**src/rtl/prog_mem_loader_arb_if.sv**
```systemverilog
// prog_mem_loader_arb_if: I2C byte stream, fetch port and program memory port bundle
interface prog_mem_loader_arb_if #(
  parameter int ADDR_W = 5,
  parameter int DATA_W = 8
);
  logic              rx_valid;
  logic [7:0]        rx_data;
  logic              rx_stop;
  logic              fetch_req;
  logic [ADDR_W-1:0] fetch_addr;
  logic              fetch_gnt;
  logic              mem_en;
  logic              mem_we;
  logic [ADDR_W-1:0] mem_addr;
  logic [DATA_W-1:0] mem_wdata;
  modport master (
    output rx_valid, rx_data, rx_stop, fetch_req, fetch_addr,
    input  fetch_gnt, mem_en, mem_we, mem_addr, mem_wdata
  );
  modport slave (
    input  rx_valid, rx_data, rx_stop, fetch_req, fetch_addr,
    output fetch_gnt, mem_en, mem_we, mem_addr, mem_wdata
  );
endinterface

```
**src/rtl/prog_mem_loader_arb.sv**
```systemverilog
// prog_mem_loader_arb: I2C command decoder and program memory arbiter; PROG_CHECKSUM_EN adds the write checksum
module prog_mem_loader_arb #(
  parameter int ADDR_W     = 5,
  parameter int DATA_W     = 8,
  parameter int STARVE_MAX = 4
) (
  input  logic                 clk,
  input  logic                 rst_n,
  prog_mem_loader_arb_if.slave bus,
  output logic                 cpu_halt,
  output logic                 cpu_rst,
  output logic                 busy,
  output logic                 err,
  output logic [7:0]           checksum
);
  localparam int SW = $clog2(STARVE_MAX + 1);
  typedef enum logic [1:0] {IDLE, GET_ADDR, WRITE_DATA} state_t;
  state_t            state, state_n;
  logic              buf_full;
  logic [ADDR_W-1:0] buf_addr, ptr;
  logic [DATA_W-1:0] buf_data;
  logic [SW-1:0]     starve;
  logic              wr_win, gnt, is_cmd, is_addr, is_data, accept, overrun;
  always_comb begin
    wr_win   = buf_full && (cpu_halt || !bus.fetch_req || starve == SW'(STARVE_MAX));
    gnt      = !wr_win && bus.fetch_req && !cpu_halt;
    is_cmd   = bus.rx_valid && state == IDLE;
    is_addr  = bus.rx_valid && state == GET_ADDR;
    is_data  = bus.rx_valid && state == WRITE_DATA;
    // the single buffer slot may be refilled on the same edge it drains
    accept   = is_data && (!buf_full || wr_win);
    overrun  = is_data && !accept;
    state_n  = bus.rx_stop ? IDLE :
               !bus.rx_valid ? state :
               state == IDLE ? (bus.rx_data == 8'hA0 ? GET_ADDR : IDLE) : WRITE_DATA;
  end
  assign bus.fetch_gnt = gnt;
  assign bus.mem_en    = wr_win || gnt;
  assign bus.mem_we    = wr_win;
  assign bus.mem_addr  = wr_win ? buf_addr : bus.fetch_addr;
  assign bus.mem_wdata = buf_data;
  assign busy          = buf_full;
  always_ff @(posedge clk or negedge rst_n)
    if (!rst_n) state <= IDLE;
    else state <= state_n;
  always_ff @(posedge clk or negedge rst_n) begin
    if (!rst_n) begin
      cpu_halt <= 1'b1;
      cpu_rst  <= 1'b0;
      err      <= 1'b0;
      buf_full <= 1'b0;
      buf_addr <= '0;
      buf_data <= '0;
      ptr      <= '0;
      starve   <= '0;
    end else begin
      cpu_rst <= 1'b0;
      if (is_cmd) begin
        if (bus.rx_data == 8'hA1) cpu_halt <= 1'b1;
        else if (bus.rx_data == 8'hA2) begin
          cpu_halt <= 1'b0;
          cpu_rst  <= 1'b1;
        end
        else if (bus.rx_data == 8'hA3) err <= 1'b0;
        else if (bus.rx_data != 8'hA0) err <= 1'b1;
      end
      if (is_addr) ptr <= bus.rx_data[ADDR_W-1:0];
      if (overrun) err <= 1'b1;
      if (wr_win) begin
        buf_full <= 1'b0;
        starve   <= '0;
      end
      else if (buf_full && gnt) starve <= starve + SW'(1);
      if (accept) begin
        buf_full <= 1'b1;
        buf_addr <= ptr;
        buf_data <= bus.rx_data[DATA_W-1:0];
        ptr      <= ptr + ADDR_W'(1);
      end
    end
  end
`ifdef PROG_CHECKSUM_EN
  always_ff @(posedge clk or negedge rst_n)
    if (!rst_n) checksum <= '0;
    else checksum <= (is_cmd && bus.rx_data == 8'hA0) ? 8'h00 :
                     wr_win ? checksum + buf_data : checksum;
`else
  assign checksum = '0;
`endif
endmodule
```
**src/flat_wrapper.sv**
```systemverilog
// flat-port wrapper written by rule: the top's interface ports become plain ports
module prog_mem_loader_arb_flat 
#(
  parameter int ADDR_W     = 5,
  parameter int DATA_W     = 8,
  parameter int STARVE_MAX = 4
)
  (clk, rst_n, cpu_halt, cpu_rst, busy, err, checksum, bus_rx_valid, bus_rx_data, bus_rx_stop, bus_fetch_req, bus_fetch_addr, bus_fetch_gnt, bus_mem_en, bus_mem_we, bus_mem_addr, bus_mem_wdata);
  prog_mem_loader_arb_if #(.ADDR_W(ADDR_W), .DATA_W(DATA_W)) bus_i ();
  input  logic clk;
  input  logic rst_n;
  output logic cpu_halt;
  output logic cpu_rst;
  output logic busy;
  output logic err;
  output logic [7:0] checksum;
  input wire logic [$bits(bus_i.rx_valid)-1:0] bus_rx_valid;
  input wire logic [$bits(bus_i.rx_data)-1:0] bus_rx_data;
  input wire logic [$bits(bus_i.rx_stop)-1:0] bus_rx_stop;
  input wire logic [$bits(bus_i.fetch_req)-1:0] bus_fetch_req;
  input wire logic [$bits(bus_i.fetch_addr)-1:0] bus_fetch_addr;
  output wire logic [$bits(bus_i.fetch_gnt)-1:0] bus_fetch_gnt;
  output wire logic [$bits(bus_i.mem_en)-1:0] bus_mem_en;
  output wire logic [$bits(bus_i.mem_we)-1:0] bus_mem_we;
  output wire logic [$bits(bus_i.mem_addr)-1:0] bus_mem_addr;
  output wire logic [$bits(bus_i.mem_wdata)-1:0] bus_mem_wdata;
  assign bus_i.rx_valid = bus_rx_valid;
  assign bus_i.rx_data = bus_rx_data;
  assign bus_i.rx_stop = bus_rx_stop;
  assign bus_i.fetch_req = bus_fetch_req;
  assign bus_i.fetch_addr = bus_fetch_addr;
  assign bus_fetch_gnt = bus_i.fetch_gnt;
  assign bus_mem_en = bus_i.mem_en;
  assign bus_mem_we = bus_i.mem_we;
  assign bus_mem_addr = bus_i.mem_addr;
  assign bus_mem_wdata = bus_i.mem_wdata;
  prog_mem_loader_arb #(.ADDR_W(ADDR_W), .DATA_W(DATA_W), .STARVE_MAX(STARVE_MAX)) u_core (.clk(clk), .rst_n(rst_n), .bus(bus_i), .cpu_halt(cpu_halt), .cpu_rst(cpu_rst), .busy(busy), .err(err), .checksum(checksum));
endmodule
```
**config.mk**
```make
export PLATFORM = sky130hd
export DESIGN_NAME = prog_mem_loader_arb_flat
export DESIGN_NICKNAME = d
export VERILOG_FILES = /design/src/rtl/prog_mem_loader_arb_if.sv /design/src/rtl/prog_mem_loader_arb.sv /design/src/flat_wrapper.sv
export SDC_FILE = /design/constraint.sdc
export NUM_CORES = 1
export LEC_CHECK = 0
export CAP_MARGIN = 20
export CELL_PAD_IN_SITES_DETAIL_PLACEMENT = 0
export CELL_PAD_IN_SITES_GLOBAL_PLACEMENT = 2
export CORE_MARGIN = 8
export CORE_UTILIZATION = 28
export CTS_BUF_LIST = sky130_fd_sc_hd__clkbuf_16
export DETAILED_ROUTE_END_ITERATION = 8
export PLACE_DENSITY_LB_ADDON = 0.25
export SLEW_MARGIN = 20
export SYNTH_ARGS = -nofsm -noshare
export SYNTH_HDL_FRONTEND = slang
export SYNTH_SLANG_ARGS = --single-unit
```
**constraint.sdc**
```tcl
create_clock -name clk -period 2.45 [get_ports clk]
set_clock_uncertainty 0.05 [all_clocks]
set_input_delay 0.735 -clock clk [delete_from_list [all_inputs] [get_ports clk]]
set_output_delay 0.735 -clock clk [all_outputs]
set_load 0.005 [all_outputs]
```
# == After elaboration in Yosys (flattened, before gate mapping) ==
# Index checks and enable logic that the tools add are counted.
# op_classes
add_sub_neg,2
n_mul,0
n_div,0
magnitude_cmp,0
n_eq_ne,10
shifts,0
mux,22
bitwise_logic,0
reduce_logical,28
# op_table
op,count
$eq A8 B8 Y1 const B,4
$mux W5,3
$mux W1,14
$reduce_bool A2 Y1,6
$logic_and A1 B1 Y1,9
$ne A8 B8 Y1 const B,1
$mux W2,3
$mux W3,2
$add A5 B1 Y5 const B,1
$logic_not A1 Y1,5
$logic_or A1 B1 Y1,4
$ne A2 B1 Y1 const B,2
$reduce_and A4 Y1,1
$add A3 B1 Y3 const B,1
$eq A3 B3 Y1 const B,1
$reduce_bool A3 Y1,1
$eq A2 B1 Y1 const B,1
$eq A2 B2 Y1 const B,1
$logic_not A2 Y1,1
$reduce_and A2 Y1,1
# word_totals
ff_bits,27
latchBits,0
mem_bits_rw,0
rom_bits,0
in_bits,18
word_cells,71
memories,0

# == Longest topological paths before layout ==
# logic_depth
word_depth,10
depth_mapped,7

# == Least setup slack after synthesis ==
# No wires, ideal clock.
# synth_path
path_kind,input-to-output
from,in bus_fetch_req
to,out bus_mem_addr[0]
arrival_ps,1575
required_ps,1665
setup_slack_ps,90
cell_stages,3
path_buffers,0
cell_sequence,nor2b_1 -> a21boi_2 -> mux2_2
# synth_between
elab_chain_cells,5
# synth_rtl
element,line_no,source
from (decl),flat_wrapper.sv:20,input wire logic [$bits(bus_i.fetch_req)-1:0] bus_fetch_req;
$logic_not A1 Y1,prog_mem_loader_arb.sv:25,wr_win = buf_full && (cpu_halt || !bus.fetch_req || starve == SW'(STARVE_MAX));
$logic_or A1 B1 Y1 (2 in a row),prog_mem_loader_arb.sv:25,
$logic_and A1 B1 Y1,prog_mem_loader_arb.sv:25,
net bus_mem_we,flat_wrapper.sv:24,output wire logic [$bits(bus_i.mem_we)-1:0] bus_mem_we;
$mux W5,prog_mem_loader_arb.sv:40,assign bus.mem_addr = wr_win ? buf_addr : bus.fetch_addr;
to (decl),flat_wrapper.sv:25,output wire logic [$bits(bus_i.mem_addr)-1:0] bus_mem_addr;
# The timed path passes the listed nets, and every way through them passes these cells.

# == Worst setup path after layout ==
# layout_path
from,reg u_core.starve[1]
to,out bus_mem_addr[4]
# layout_between
elab_chain_cells,4
# layout_rtl
element,line_no,source
from (decl),prog_mem_loader_arb.sv:22,logic [SW-1:0] starve;
from (signal assigned),prog_mem_loader_arb.sv:73,else if (buf_full && gnt) starve <= starve + SW'(1);
$eq A3 B3 Y1,prog_mem_loader_arb.sv:25,
$logic_or A1 B1 Y1,prog_mem_loader_arb.sv:25,
$logic_and A1 B1 Y1,prog_mem_loader_arb.sv:25,
$mux W5,prog_mem_loader_arb.sv:40,
# Every way passes these cells.

==> run_results.csv <==
group,metric,value,unit
cells_and_area,syn_to_final_growth,51.7,%
worst_setup_path,start_kind,"flop",
cts,clock_latency,0.26,ns
yosys,synthCells,115,
route,wl_per_cell,14.6,um
yosys,syn_area_per_cell,11.8,um2
yosys,synth_simple_gate_area_share,14.3,%
timing,fmax,397,MHz
power,p_leak,0.955,nW
timing,rsz0062_at_grt,"true",
cells_and_area,utilization,43.9,%
floorplan,rows,25,
route,antenna_left,0,
route,wirelength,3.33,mm
yosys,async_flop_share,100,%
status,outcome,"finished, violations left",
floorplan,initial_core_util,29.0,%
power,vdd_drop_max,0.259,mV
yosys,ys_seq_area_share,49.8,%
route,drc_errors,0,
global_route,grt_max_degree,28,
yosys,synth.mux.area_fraction,15.7,%
cts,cts_inserted_buffers,3,
global_route,antenna_found_initial,0,
timing,worst_slack,-0.0678,ns
cts,cts_hold_buf,0,
cells_and_area,fin_nets,196,
worst_setup_path,criticalPathCategory,"flop to output port",
floorplan,die_y,85.7,um
floorplan,die_w,85.7,um
global_route,grt_pass1_vias,1141,
floorplan,dieArea,7340,um2
cts,clk_pin_slew,0.07,ns
cts,cts-root-buf,"clkbuf_16",
route,dr.pass1.iters,4,
timing,setup_violations,5,
worst_setup_path,crit_path_end_kind,"output port",
placed_design,routabilityCongestion,0.718,
global_route,grt_remaining_overflow,0,
timing,hold_viol,0,
yosys,synth_xor_area_share,0.645,%
cells_and_area,drive_above_1_share,35.1,%
placed_design,post-place-cells,217,
yosys,synth_fa_ha_area_share,2.76,%
power,power.density,453,nW/um2
yosys,netlist_area,1360,um2
worst_setup_path,crit_fanout,4,
floorplan,core,4690,um2
timing,holdWs,0.457,ns
yosys,ys_warn_count,0,
global_route,grt_pass1_wl,5.51,mm
cells_and_area,diodes,0,
status,violations,"negative setup slack",
cells_and_area,stdcell_area,2060,um2
yosys,ys_ff_latch,27,
cts,cts_tree,"yes",
timing,maxSlewViolCount,0,
floorplan,io_pins,46,
cts,clk_path_buf_depth,2,
job,maxCapViolations,0,
yosys,synth-main-ff-cell,"dfrtp_1",
placed_design,place_area,1870,um2
worst_setup_path,worstPathRequired,1.66,ns
timing,fin_crit,2.52,ns
route,drt-initial-drc-count,17,
cts,htree_levels,1,
timing,tns,-0.296,ns
placed_design,port_buffers,37,
yosys,synth_edf_count,0,
route,via_per_inst,4.67,
cts,cts_sinks,27,
yosys,synth-compound-area-share,10.1,%
yosys,synth_top_family_by_area,"multiplexers",
timing,fin_crit_sh,103,%
worst_setup_path,crit_arrival,1.73,ns
placed_design,hpwlAfterDp,2.39,mm
cells_and_area,stdcell_count,228,
yosys,yosys.cell_types.count,41,
route,num_vias,1064,
hold_path,min_path_type,"flop to flop",
cells_and_area,fillers,461,
global_route,grt_usage,9.34,%
[critical path, cell delays in order (launching register included)]
cell,delay [ns]
dfrtp_1,0.39
inv_2,0.08
ha_4,0.14
nand2_4,0.05
a21boi_2,0.15
buf_6,0.13
buf_6,0.11
mux2_4,0.30
buf_6,0.11
[synth_stat cells (all sizes together), types with 2 or more instances]
cell,instances,share of area (%)
o21ai,2,0.74
dfrtp,26,48
buf,10,5.3
nand3b,3,1.7
nor4b,2,1.7
ha,3,2.8
inv,4,1.1
nand2b,4,1.8
a21oi,3,1.1
nor2,5,1.4
nand2,8,2.2
mux2,18,15
[registers in the layout (all words and copies together) (netlist names)]
register / cells
u_core.err: 1
u_core.cpu_rst: 1
u_core.busy: 1
u_core.state: 2
u_core.starve: 3
u_core.ptr: 5
u_core.bus.mem_wdata: 8
u_core.buf_addr: 5
u_core.cpu_halt: 1
[kinds of logic after synthesis]
| group | after synthesis |
|---|---|
| AND/OR/NAND/NOR | 32 |
| flip-flops | 27 |
| multiplexers | 19 |
| AO/OA/AOI/OAI | 18 |
| buffers and inverters | 14 |
| adder cells (fa/ha/maj) | 3 |
| other | 1 |
| XOR/XNOR | 1 |
[per-layer routing]
metal  global-route usage, %  vias up  wire length, um
met5                       0        -                0
met4                    3.82        0               21
met3                    2.77        2              188
met2                    14.8       21             1640
met1                    11.5      521             1490
li1                        -      520                -
[final timing paths]
kind	startpoint	endpoint	slack, ns	cells past startpoint
worst min register to register	u_core.bus.mem_wdata[6]	u_core.bus.mem_wdata[6]	0.46	1
min in group asynchronous	rst_n	u_core.buf_addr[2]	0.81	2
worst max-delay path	u_core.starve[1]	bus_mem_addr[4]	-0.07	8
max in group asynchronous	rst_n	u_core.cpu_halt	1.24	2
worst min-delay path	u_core.bus.mem_wdata[6]	u_core.bus.mem_wdata[6]	0.46	1
worst max register to register	u_core.starve[1]	u_core.ptr[4]	0.70	8
[power breakdown]
group / switching (W) / leakage (nW) / total (W) / internal, W
sequential: 0.00000633 / 0.353 / 0.000460 / 0.000453
clock: 0.000150 / 0.0409 / 0.000370 / 0.000220
combinational: 0.0000407 / 0.561 / 0.000105 / 0.0000639
[metrics by stage]
| stage | power (W) | setup slack (ns) |
|---|---|---|
| 6_report | 0.000934 | -0.0678 |
| 5_1_grt | 0.000971 | -0.148 |
| 4_1_cts | 0.000950 | -0.0724 |
| 3_5_place_dp | 0.000565 | -0.837 |
| 3_3_place_gp | 0.000563 | -0.822 |
| 2_1_floorplan | 0.000502 | 0.0905 |
[layout by cell type (no fill, tap or decap), types with 4 or more instances in the layout]
master	count
clkdlybuf4s50_1	29
nand2_1	7
buf_6	9
buf_4	17
conb_1	8
mux2_2	13
mux2_4	5
nor2_1	5
dfrtp_1	26
nand2b_1	4
[final cells by class]
class                           instances  area, um2  area share (%)
Sequential cell                        27        677            32.8
Inverter                                4       15.0           0.729
Tap cell                               54       67.6            3.28
Clock buffer                            3       75.1            3.64
Multi-Input combinational cell         81        667            32.4
Timing Repair Buffer                   58        554            26.9
Clock inverter                          1       5.00           0.243
[what timing repair did]
item / 4_1_cts / 5_1_grt
hold endpoints to repair: 0 / 0
setup buffers: 5 / 2
pin swaps: 1 / 1
resized for setup: 42 / 9
setup endpoints to repair: 8 / 6
No activity file was read; power rests on OpenSTA's default activity.
